<file path="config.mk">
export PLATFORM = sky130hd
export DESIGN_NAME = conv_frame_sequencer
export DESIGN_NICKNAME = d
export VERILOG_FILES = /design/src/rtl/conv_frame_sequencer.sv
export SDC_FILE = /design/constraint.sdc
export NUM_CORES = 1
export LEC_CHECK = 0
export CAP_MARGIN = 20
export CORE_MARGIN = 1
export CORE_UTILIZATION = 51
export CTS_BUF_LIST = sky130_fd_sc_hd__clkbuf_8
export CTS_CLUSTER_SIZE = 8
export DETAILED_ROUTE_END_ITERATION = 10
export HOLD_SLACK_MARGIN = 0.08
export PLACE_DENSITY = 0.86
export SYNTH_ARGS = -nofsm -noshare
export SYNTH_HDL_FRONTEND = slang
export SYNTH_SLANG_ARGS = --single-unit
</file>
<file path="constraint.sdc">
create_clock -name clk -period 4.7 [get_ports clk]
set_input_delay 0.94 -clock clk [delete_from_list [all_inputs] [get_ports clk]]
set_output_delay 0.94 -clock clk [all_outputs]
set_load 0.03 [all_outputs]
</file>
<file path="src/rtl/conv_frame_sequencer.sv">
// Frame sequencer: fetches an RGB444 frame, paces pixels into the grey/edge pipeline, flushes, stores results.
// Read-to-strobe latency 2 cycles, strobes every PACE cycles; results are written one cycle after res_valid.
module conv_frame_sequencer #(
   parameter int IMG_W     = 640,
   parameter int IMG_H     = 480,
   parameter int PACE      = 2,
   parameter int FLUSH_PIX = 2,
   parameter int TIMEOUT   = 4096,
   localparam int NPIX     = IMG_W * IMG_H,
   localparam int AW       = $clog2(NPIX)
) (
   input  logic          clk,
   input  logic          rst,
   input  logic          start,
   output logic          busy,
   output logic          done,
   output logic          err_timeout,
   output logic          rd_en,
   output logic [AW-1:0] rd_addr,
   input  logic [11:0]   rd_data,
   output logic [11:0]   pix_out,
   output logic          pix_valid,
   input  logic [3:0]    res_in,
   input  logic          res_valid,
   output logic          wr_en,
   output logic [AW-1:0] wr_addr,
   output logic [3:0]    wr_data,
   output logic [AW:0]   out_count
);

   localparam int PW = $clog2(PACE + 1);
   localparam int FW = $clog2(FLUSH_PIX + 2);
   localparam int TW = $clog2(TIMEOUT + 1);
   localparam int WAIT_LAST  = (PACE > 2) ? PACE - 3 : 0;
   localparam int FLUSH_LAST = (FLUSH_PIX > 0) ? FLUSH_PIX - 1 : 0;

   localparam logic [AW:0]   NPIX_V   = (AW+1)'(NPIX);
   localparam logic [AW:0]   LAST_IDX = (AW+1)'(NPIX - 1);
   localparam logic [PW-1:0] PACE_END = PW'(PACE - 1);
   localparam logic [PW-1:0] WAIT_END = PW'(WAIT_LAST);
   localparam logic [FW-1:0] FLSH_END = FW'(FLUSH_LAST);
   localparam logic [TW-1:0] TMO_END  = TW'(TIMEOUT - 1);
   localparam logic [TW-1:0] TMO_MAX  = {TW{1'b1}};

   typedef enum logic [2:0] {
      S_IDLE, S_FETCH, S_ISSUE, S_WAIT, S_FLUSH, S_DRAIN
   } state_t;

   state_t        state;
   logic [AW:0]   in_idx;
   logic [PW-1:0] pace_cnt;
   logic [FW-1:0] flush_cnt;
   logic [TW-1:0] tmo_cnt;

   // The frame-buffer read is issued combinationally so rd_data lands exactly in ISSUE.
   assign rd_en   = (state == S_FETCH);
   assign rd_addr = in_idx[AW-1:0];

   always_ff @(posedge clk or posedge rst) begin
      if (rst) begin
         state       <= S_IDLE;
         busy        <= 1'b0;
         done        <= 1'b0;
         err_timeout <= 1'b0;
         pix_out     <= '0;
         pix_valid   <= 1'b0;
         wr_en       <= 1'b0;
         wr_addr     <= '0;
         wr_data     <= '0;
         out_count   <= '0;
         in_idx      <= '0;
         pace_cnt    <= '0;
         flush_cnt   <= '0;
         tmo_cnt     <= '0;
      end else begin
         pix_valid <= 1'b0;
         done      <= 1'b0;
         wr_en     <= 1'b0;

         if (busy && res_valid && (out_count < NPIX_V)) begin
            wr_en     <= 1'b1;
            wr_data   <= res_in;
            wr_addr   <= out_count[AW-1:0];
            out_count <= out_count + 1'b1;
         end

         case (state)
            S_IDLE: begin
               // A start coinciding with the done pulse belongs to the frame just closed.
               if (start && !done) begin
                  state       <= S_FETCH;
                  busy        <= 1'b1;
                  in_idx      <= '0;
                  out_count   <= '0;
                  err_timeout <= 1'b0;
               end
            end

            S_FETCH: state <= S_ISSUE;

            S_ISSUE: begin
               pix_out   <= rd_data;
               pix_valid <= 1'b1;
               in_idx    <= in_idx + 1'b1;
               pace_cnt  <= '0;
               flush_cnt <= '0;
               if (in_idx == LAST_IDX) begin
                  if (FLUSH_PIX == 0) begin
                     state   <= S_DRAIN;
                     tmo_cnt <= '0;
                  end else begin
                     state <= S_FLUSH;
                  end
               end else if (PACE > 2) begin
                  state <= S_WAIT;
               end else begin
                  state <= S_FETCH;
               end
            end

            S_WAIT: begin
               if (pace_cnt == WAIT_END) begin
                  state    <= S_FETCH;
                  pace_cnt <= '0;
               end else begin
                  pace_cnt <= pace_cnt + 1'b1;
               end
            end

            S_FLUSH: begin
               // Flush strobes land on the same PACE grid as frame pixels.
               if (pace_cnt == PACE_END) begin
                  pix_out   <= '0;
                  pix_valid <= 1'b1;
                  pace_cnt  <= '0;
                  if (flush_cnt == FLSH_END) begin
                     state   <= S_DRAIN;
                     tmo_cnt <= '0;
                  end else begin
                     flush_cnt <= flush_cnt + 1'b1;
                  end
               end else begin
                  pace_cnt <= pace_cnt + 1'b1;
               end
            end

            S_DRAIN: begin
               if (out_count == NPIX_V) begin
                  state <= S_IDLE;
                  busy  <= 1'b0;
                  done  <= 1'b1;
               end else if (!res_valid && (tmo_cnt == TMO_END)) begin
                  state       <= S_IDLE;
                  busy        <= 1'b0;
                  done        <= 1'b1;
                  err_timeout <= 1'b1;
               end else if (res_valid) begin
                  tmo_cnt <= '0;
               end else if (tmo_cnt != TMO_MAX) begin
                  tmo_cnt <= tmo_cnt + 1'b1;
               end
            end

            default: begin
               state <= S_IDLE;
               busy  <= 1'b0;
            end
         endcase
      end
   end

endmodule

</file>
==> impl_metrics.json, run 1 <==
{
  "status": "complete, no violations",
  "ctsHoldBuffers": 0,
  "grt_max_degree": 78,
  "synth_cells": 522,
  "maxCapViolCount": 0,
  "coreArea_mm2": 0.009371,
  "die_x_um": 101.3,
  "p_leak_nw": 2.787,
  "reg2reg_to": "tmo_cnt[2]",
  "synth_cell_type_count": 56,
  "max-slew-margin-rel_pct": 34.75,
  "slew_violations": 0,
  "synthesis.nets": 551,
  "dpl.hpwl_mm": 7.662,
  "drt_iter0_drc": 241,
  "min_from": "wr_addr[6]",
  "r2r_cells": 7,
  "endpoint_kind": "flop",
  "rsz0062_at_grt": "no",
  "yosysTopAreaCell": "dfrtp_1",
  "multi_input_area_mm2": 0.002203,
  "wl_mm": 11.33,
  "post-route-util_pct": 65.82,
  "clk-insertion-delay-late_ns": 0.37,
  "firstDrtPassIters": 4,
  "r2r_start": "out_count[0]",
  "seq_area_mm2": 0.002502,
  "finClkSkew_ns": 0.01163,
  "fill_cells": 756,
  "rows": 35,
  "whs_path_depth": 2,
  "ant_nets": 0,
  "grtUsageTotal_pct": 22.91,
  "antenna_found_initial": 0,
  "tightestPinTransition_ns": 0.9788,
  "min_period_ns": 3.145,
  "nets": 617,
  "htree_levels": 3,
  "synth-seq-cells": 100,
  "wl_per_cell_um": 15.69,
  "clk_pin_slew_ns": 0.10,
  "via_per_inst": 5.695,
  "syn_area_mm2": 0.005026,
  "synth-edff-count": 0,
  "synthFlopType": "dfrtp_1",
  "place_congestion": 0.8197,
  "holdCritPathClass": "flop to flop",
  "ys_async_sr_fraction_pct": 100.0,
  "final_common_cell": "dfrtp_1",
  "path_max_fanout": 42,
  "finalHoldViolCount": 0,
  "grt_pass1_vias": 3848,
  "grt_pass1_wl_mm": 18.65,
  "clockBufferDepth": 2,
  "yosysTopAreaCellShare_pct": 49.79,
  "ys_top_cells_by_area": "dfrtp_1 (50%), nand2_1 (7.3%), buf_4 (2.8%)",
  "ff2ff_setup_slack_ns": 1.93,
  "tns_ns": 0,
  "seq_area_frac_synth_pct": 49.79,
  "cp-start-kind": "input port",
  "powerDensity_mw_per_mm2": 309.1,
  "period_share_pct": 66.91,
  "cts_resized": 0,
  "syn_avg_cell_area_um2": 9.628,
  "dieHeight_um": 101.3,
  "cts.sinks": 100,
  "start_util_pct": 53.63,
  "overflow": 0,
  "dieArea_mm2": 0.01026,
  "path_class": "input port to flop",
  "drc": 0,
  "cts_setup_buffers": 0,
  "cts_buffers": 9,
  "vias": 4112,
  "clock.fmax_mhz": 318.0,
  "layout-drive-gt1-share_pct": 5.902,
  "yosys_warnings": 0,
  "required_ns": 4.95,
  "io_buffers": 99,
  "cp_data_arrival_time_ns": 3.40,
  "io_pins": 100,
  "area_growth_pct": 22.73,
  "layout_common_cells": "dfrtp_1 (100), clkdlybuf4s50_1 (99), nand2_1 (98)",
  "root_buffer": "clkbuf_8",
  "setup_violations": 0,
  "tritoncts": "yes",
  "hold_end": "wr_addr[6]",
  "antenna_cells": 0,
  "peakVddDrop_v": 0.0002053
}
[through the flow]
| step | power, mW | instance area [um2] | hold slack (ns) | std cells | setup WS (ns) |
|---|---|---|---|---|---|
| 6_report | 1.907 | 6168 | 0.4854 | 722 | 1.555 |
| 5_1_grt | 1.978 | 6168 | 0.5028 | 722 | 1.325 |
| 4_1_cts | 1.918 | 6168 | 0.4888 | 722 | 1.577 |
| 3_5_place_dp | 1.301 | 5943 | 0.4611 | 706 | 1.208 |
| 3_3_place_gp | 1.291 | 5943 | 0.4580 | 706 | 1.276 |
| 2_1_floorplan | 1.160 | 5026 | 0.4465 | 522 | 1.141 |
[per-layer routing]
layer	track usage [%]	part of all wire, %
met5	0	0
met1	31.09	44
met3	4.003	4.9
met2	37.41	50
met4	7.692	1.7
[cells by family (layout without fill, tap and decap cells)]
kind of cell | count (synthesis) | in the layout | synth area share, %
simple gates | 237 | 237 | 23.97
mux | 12 | 12 | 2.390
flops | 100 | 100 | 49.79
xor+xnor | 15 | 15 | 2.614
compound gates | 88 | 88 | 12.42
buf+inv | 61 | 132 | 6.572
fa+ha+maj | 9 | 9 | 2.241
[layout make-up]
class	count	area share [%]
clock inverters	6	1.420
flip-flops and latches	100	40.57
repair buffers	104	16.67
inverters	12	0.7708
well taps	129	2.617
multi-input cells	361	35.72
clock buffers	10	2.231
[critical path, stage by stage]
cell and delay [ns]:
clkdlybuf4s50_1 0.44, nand3b_1 0.15, a311o_1 0.13, buf_4 0.39, clkinv_1 0.73, and3_1 0.41
xnor2_1 0.14, nor2_1 0.05
[flip-flops by register name, summed over array words and instances (netlist names)]
signal       flops
flush_cnt        2
in_idx          20
err_timeout      1
wr_addr         19
pace_cnt         2
wr_en            1
pix_valid        1
state            3
pix_out         12
done             1
busy             1
wr_data          4
out_count       20
tmo_cnt         13
[report_power, final]
part / internal, mW / switching [mW] / total (mW)
clock: 0.315 / 0.310 / 0.624
combinational: 0.127 / 0.194 / 0.321
sequential: 0.904 / 0.0574 / 0.961
[worst max path at each step]
stage	slack, ns	cells after the start	startpoint	endpoint
CTS	1.58	8	res_valid	out_count[7]
floorplan	1.14	1	rst	busy
finish	1.56	8	res_valid	out_count[7]
global placement	1.28	8	res_valid	out_count[7]
global route	1.32	8	res_valid	out_count[7]
detailed placement	1.21	8	res_valid	out_count[7]
[cells in the mapped netlist (9+ instances only)]
| library cell | instances |
|---|---|
| xnor2_1 | 13 |
| nand4_1 | 13 |
| a21oi_1 | 11 |
| o21ai_0 | 24 |
| o31ai_1 | 17 |
| mux2i_1 | 12 |
| clkbuf_1 | 18 |
| nand2_1 | 98 |
| buf_4 | 19 |
| ha_1 | 9 |
| nor2_1 | 38 |
| nor3_1 | 14 |
| dfrtp_1 | 100 |
| nand3_1 | 28 |
| a22o_1 | 13 |
| inv_1 | 11 |
Power figures use the tool's default switching activity.
==> run 2: changes to the inputs <==
CORE_UTILIZATION = 48   (was 51)
PLACE_DENSITY = 0.85   (was 0.86)
clock period = 2.8 ns   (was 4.7 ns; I/O delays follow)
==> run 2 against run 1 <==
  * Sequential power rose by 69%
  * Total power rose by 62%
  * Register-to-register slack got worse by 1.4 ns
==> impl_metrics.json, run 2 (same netlist as run 1, synthesis figures left out) <==
{
  "status": "complete, no violations",
  "dieHeight_um": 104.3,
  "grt_pass1_wl_mm": 19.49,
  "required_ns": 2.24,
  "coreArea_mm2": 0.009955,
  "seq_area_mm2": 0.002502,
  "vias": 4170,
  "power.share.clock_pct": 29.6,
  "whs_ns": 0.4859,
  "rsz0062_at_grt": "no",
  "grt_max_degree": 39,
  "p_leak_nw": 2.813,
  "overflow": 0,
  "wl_mm": 11.48,
  "grtUsageTotal_pct": 21.75,
  "finClkSkew_ns": 0.01252,
  "fill_cells": 811,
  "max-slew-margin-rel_pct": 51.65,
  "ctsHoldBuffers": 0,
  "holdCritPathClass": "flop to flop",
  "cts_setup_buffers": 0,
  "area_growth_pct": 23.80,
  "p_int_mw": 2.108,
  "layout-drive-gt1-share_pct": 7.333,
  "antenna_cells": 0,
  "cts_buffers": 9,
  "peakVddDrop_v": 0.0002721,
  "place_congestion": 0.8417,
  "cp-start-kind": "flop",
  "ant_nets": 0,
  "tns_ns": 0,
  "tritoncts": "yes",
  "grt_pass1_vias": 4020,
  "firstDrtPassIters": 6,
  "via_per_inst": 5.689,
  "rows": 36,
  "cp_data_arrival_time_ns": 1.98,
  "antenna_found_initial": 0,
  "start_util_pct": 50.49,
  "placed_cell_area_mm2": 0.006028,
  "clk-insertion-delay-late_ns": 0.37,
  "htree_levels": 3,
  "path_class": "flop to output port",
  "min_period_ns": 2.542,
  "final_cell_count_no_fill": 733,
  "finalHoldViolCount": 0,
  "route.met3.wl_um": 621,
  "p_comb_share_pct": 18.1,
  "drc": 0,
  "met2_length_mm": 5.732,
  "dp_cells": 717,
  "io_buffers": 99,
  "slew_violations": 0,
  "cts.sinks": 100,
  "endpoint_kind": "output port",
  "post-route-util_pct": 62.51,
  "layout_common_cells": "dfrtp_1 (100), clkdlybuf4s50_1 (99), nand2_1 (98)",
  "drt_iter0_drc": 196,
  "top_regs": "in_idx x20, out_count x20, wr_addr x19",
  "pre_cts_ws_ns": 0.2517,
  "power.share.sequential_pct": 52.3,
  "period_share_pct": 90.77,
  "dpl.hpwl_mm": 8.082,
  "power_mw": 3.087,
  "setup_slack_ns": 0.2584,
  "final_area_mm2": 0.006222,
  "clk_pin_slew_ns": 0.11,
  "dieArea_mm2": 0.01088,
  "die_x_um": 104.3,
  "highest_layer": "met4",
  "wl_per_cell_um": 15.66,
  "switching_power_mw": 0.9796,
  "tightestPinTransition_ns": 0.7237,
  "root_buffer": "clkbuf_8",
  "io_pins": 100,
  "multi_input_area_mm2": 0.002205,
  "final_common_cell": "dfrtp_1",
  "met1_length_mm": 4.995,
  "maxCapViolCount": 0,
  "clock.fmax_mhz": 393.5,
  "setup_violations": 0,
  "nets": 624,
  "path_max_fanout": 15,
  "cts_resized": 0,
  "powerDensity_mw_per_mm2": 496.2,
  "clockBufferDepth": 2,
  "p_sw_share_pct": 31.73
}
[run 2: changes by cell type in the layout (fill, tap and decap cells not counted), sizes merged]
cell | previous run | this run
clkinv | 1 | 3
bufinv | 2 | 0
buf | 5 | 12
[run 2: final cells by class]
class | count | share of cell area (%)
repair buffers | 111 | 17.78
flip-flops and latches | 100 | 40.22
inverters | 12 | 0.7842
multi-input cells | 361 | 35.43
clock inverters | 6 | 0.9049
clock buffers | 10 | 2.212
well taps | 133 | 2.674
[run 2: critical path, stage by stage (launching register included)]
cell	delay [ns]
dfrtp_1	0.57
nand2b_1	0.26
nor2_1	0.10
clkdlybuf4s50_1	0.68
[run 2: worst paths after layout]
path                                  start          end  slack (ns)  cells after the start
worst max-delay path               state[2]        rd_en        0.26                      3
worst min-delay path             wr_data[3]   wr_data[3]        0.49                      2
worst max register to register  pace_cnt[1]  tmo_cnt[11]        0.50                      8
worst min register to register   wr_data[3]   wr_data[3]        0.49                      2
max in group asynchronous               rst     state[1]        1.52                      3
min in group asynchronous               rst   wr_addr[0]        0.64                      2
[run 2: power groups by stage]
| stage | combinational, mW | clock [mW] | sequential (mW) |
|---|---|---|---|
| after floorplan | 0.195 | 0 | 1.75 |
| after global placement | 0.547 | 0 | 1.64 |
| after detailed placement | 0.562 | 0 | 1.64 |
| after CTS | 0.565 | 0.926 | 1.61 |
| after global routing | 0.602 | 0.971 | 1.63 |
| final | 0.559 | 0.913 | 1.62 |
[run 2: metal layers]
metal | vias up | track usage, %
met5 | - | 0
met3 | 17 | 3.446
met4 | 0 | 6.429
met2 | 140 | 37.09
met1 | 2043 | 28.45
li1 | 1970 | -
==> run 3: changes to the inputs <==
--- a/config.mk
+++ b/config.mk
@@ -8,10 +8,10 @@
 export CAP_MARGIN = 20
 export CORE_MARGIN = 1
-export CORE_UTILIZATION = 48
+export CORE_UTILIZATION = 51
 export CTS_BUF_LIST = sky130_fd_sc_hd__clkbuf_8
 export CTS_CLUSTER_SIZE = 8
 export DETAILED_ROUTE_END_ITERATION = 10
 export HOLD_SLACK_MARGIN = 0.08
-export PLACE_DENSITY = 0.85
+export PLACE_DENSITY = 0.86
 export SYNTH_ARGS = -nofsm -noshare
 export SYNTH_HDL_FRONTEND = slang
==> constraint.sdc (replaced) <==
create_clock -name clk -period 2.5 [get_ports clk]
set_input_delay 0.375 -clock clk [delete_from_list [all_inputs] [get_ports clk]]
set_output_delay 0.375 -clock clk [all_outputs]
set_load 0.03 [all_outputs]
==> run 3 against run 2 <==
  * Die area shrank 5.8%
  * Highest routed layer unchanged
  * Non-clock buffer count is 1 higher
  * Wire length grew 0.16%
  * Final cell count decreased by 0.55%
  * Via count is 0.12% lower
  * Combinational power is 12% higher
  * Final area about the same
  * Critical path depth is the same
  * Sequential share of layout area barely moved
  * Largest cell class unchanged
==> impl_metrics.json, run 3 (same netlist as run 1, synthesis figures left out) <==
{
  "required_ns": 2.12,
  "finClkSkew_ns": 0.009321,
  "grt_pass1_wl_mm": 18.95,
  "antenna_found_initial": 0,
  "path_class": "flop to output port",
  "dieHeight_um": 101.3,
  "path_max_fanout": 15,
  "clk_pin_slew_ns": 0.10,
  "die_x_um": 101.3,
  "area_growth_pct": 23.72,
  "finalHoldViolCount": 0,
  "dpl.hpwl_mm": 8.223,
  "p_leak_nw": 2.810,
  "powerDensity_mw_per_mm2": 555.1,
  "dieArea_mm2": 0.01026,
  "layout-drive-gt1-share_pct": 7.000,
  "ant_nets": 0,
  "endpoint_kind": "output port",
  "tns_ns": 0,
  "via_per_inst": 5.713,
  "setup_slack_ns": 0.1499,
  "clock.fmax_mhz": 425.5,
  "peakVddDrop_v": 0.0002968,
  "vias": 4165,
  "top_regs": "in_idx x20, out_count x20, wr_addr x19",
  "rsz0062_at_grt": "no",
  "pre_cts_ws_ns": 0.2589,
  "ctsHoldBuffers": 0,
  "cp-start-kind": "flop",
  "max-slew-margin-rel_pct": 55.06,
  "setup_violations": 0,
  "wl_per_cell_um": 15.77,
  "min_period_ns": 2.350,
  "firstDrtPassIters": 4,
  "antenna_cells": 0,
  "tritoncts": "yes",
  "cts_resized": 0,
  "grtUsageTotal_pct": 23.49,
  "status": "complete, no violations",
  "start_util_pct": 53.63,
  "grt_pass1_vias": 4015,
  "clockBufferDepth": 2,
  "cts_buffers": 9,
  "cts.sinks": 100,
  "cts_setup_buffers": 0,
  "cp_data_arrival_time_ns": 1.98,
  "holdCritPathClass": "input port to asynchronous set/reset pin",
  "ff2ff_setup_slack_ns": 0.31,
  "clk-insertion-delay-late_ns": 0.36,
  "layout_common_cells": "dfrtp_1 (100), clkdlybuf4s50_1 (99), nand2_1 (98)",
  "power_mw": 3.452,
  "overflow": 0,
  "io_pins": 100,
  "final_common_cell": "dfrtp_1",
  "root_buffer": "clkbuf_8",
  "place_congestion": 0.8398,
  "tightestPinTransition_ns": 0.6727,
  "htree_levels": 3,
  "maxCapViolCount": 0,
  "drt_iter0_drc": 295,
  "slew_violations": 0,
  "rows": 35,
  "drc": 0,
  "period_share_pct": 94.00,
  "coreArea_mm2": 0.009371,
  "grt_max_degree": 48,
  "io_buffers": 99,
  "nets": 625,
  "wl_mm": 11.50
}
## run 3: cell count changes in the layout (fill, tap and decap cells not counted), sizes merged
cell / previous run / this run
clkinv: 3 / 1
inv: 13 / 12
buf: 12 / 13
clkinvlp: 2 / 4
clkbuf: 10 / 9
bufinv: 0 / 1
## run 3: power breakdown
group          switching, mW  total [mW]  internal [mW]
registers              0.107        1.81           1.70
clock network          0.562        1.02          0.458
logic                  0.377       0.626          0.249
## run 3: area by class of cell
cell class	count	area (um2)
timing repair buffer	112	1114
inverter	12	48.80
clock inverter	6	65.06
tap	129	161.4
fill	750	3153
sequential	100	2502
clock buffer	9	123.9
multi-input combinational	361	2203
## run 3: worst max-delay path, stage by stage (launching register included)
cell and delay, ns:
dfrtp_1 0.58, nand2b_1 0.25, nor2_1 0.11, clkdlybuf4s50_1 0.68
## run 3: final timing paths
path                            start         end  depth (start not counted)
max                          state[2]       rd_en                          3
min                               rst  in_idx[15]                          2
max reg2reg                  state[2]  in_idx[12]                          5
min reg2reg                wr_data[1]  wr_data[1]                          2
max in group asynchronous         rst  tmo_cnt[4]                          3
min in group clk           wr_data[1]  wr_data[1]                          2
## run 3: metal layers
metal	share of wire (%)	wire length [um]	up-vias	GRT usage (%)
met4	2.0	230	0	9.253
met3	3.4	394	20	2.830
met2	51	5833	105	40.03
li1	-	-	1960	-
met5	0	0	-	0
met1	44	5041	2080	30.79
## run 3: per-stage QoR
stage | hold slack, ns | cell area (um2) | utilization [%] | std cells
floorplan | 0.4465 | 5030 | - | 522
global placement | 0.4609 | 6030 | 64.34 | 714
detailed placement | 0.4661 | 6030 | 64.34 | 714
CTS | 0.4661 | 6218 | 66.36 | 729
global route | 0.5024 | 6218 | 66.36 | 729
finish | 0.4530 | 6218 | 66.36 | 729
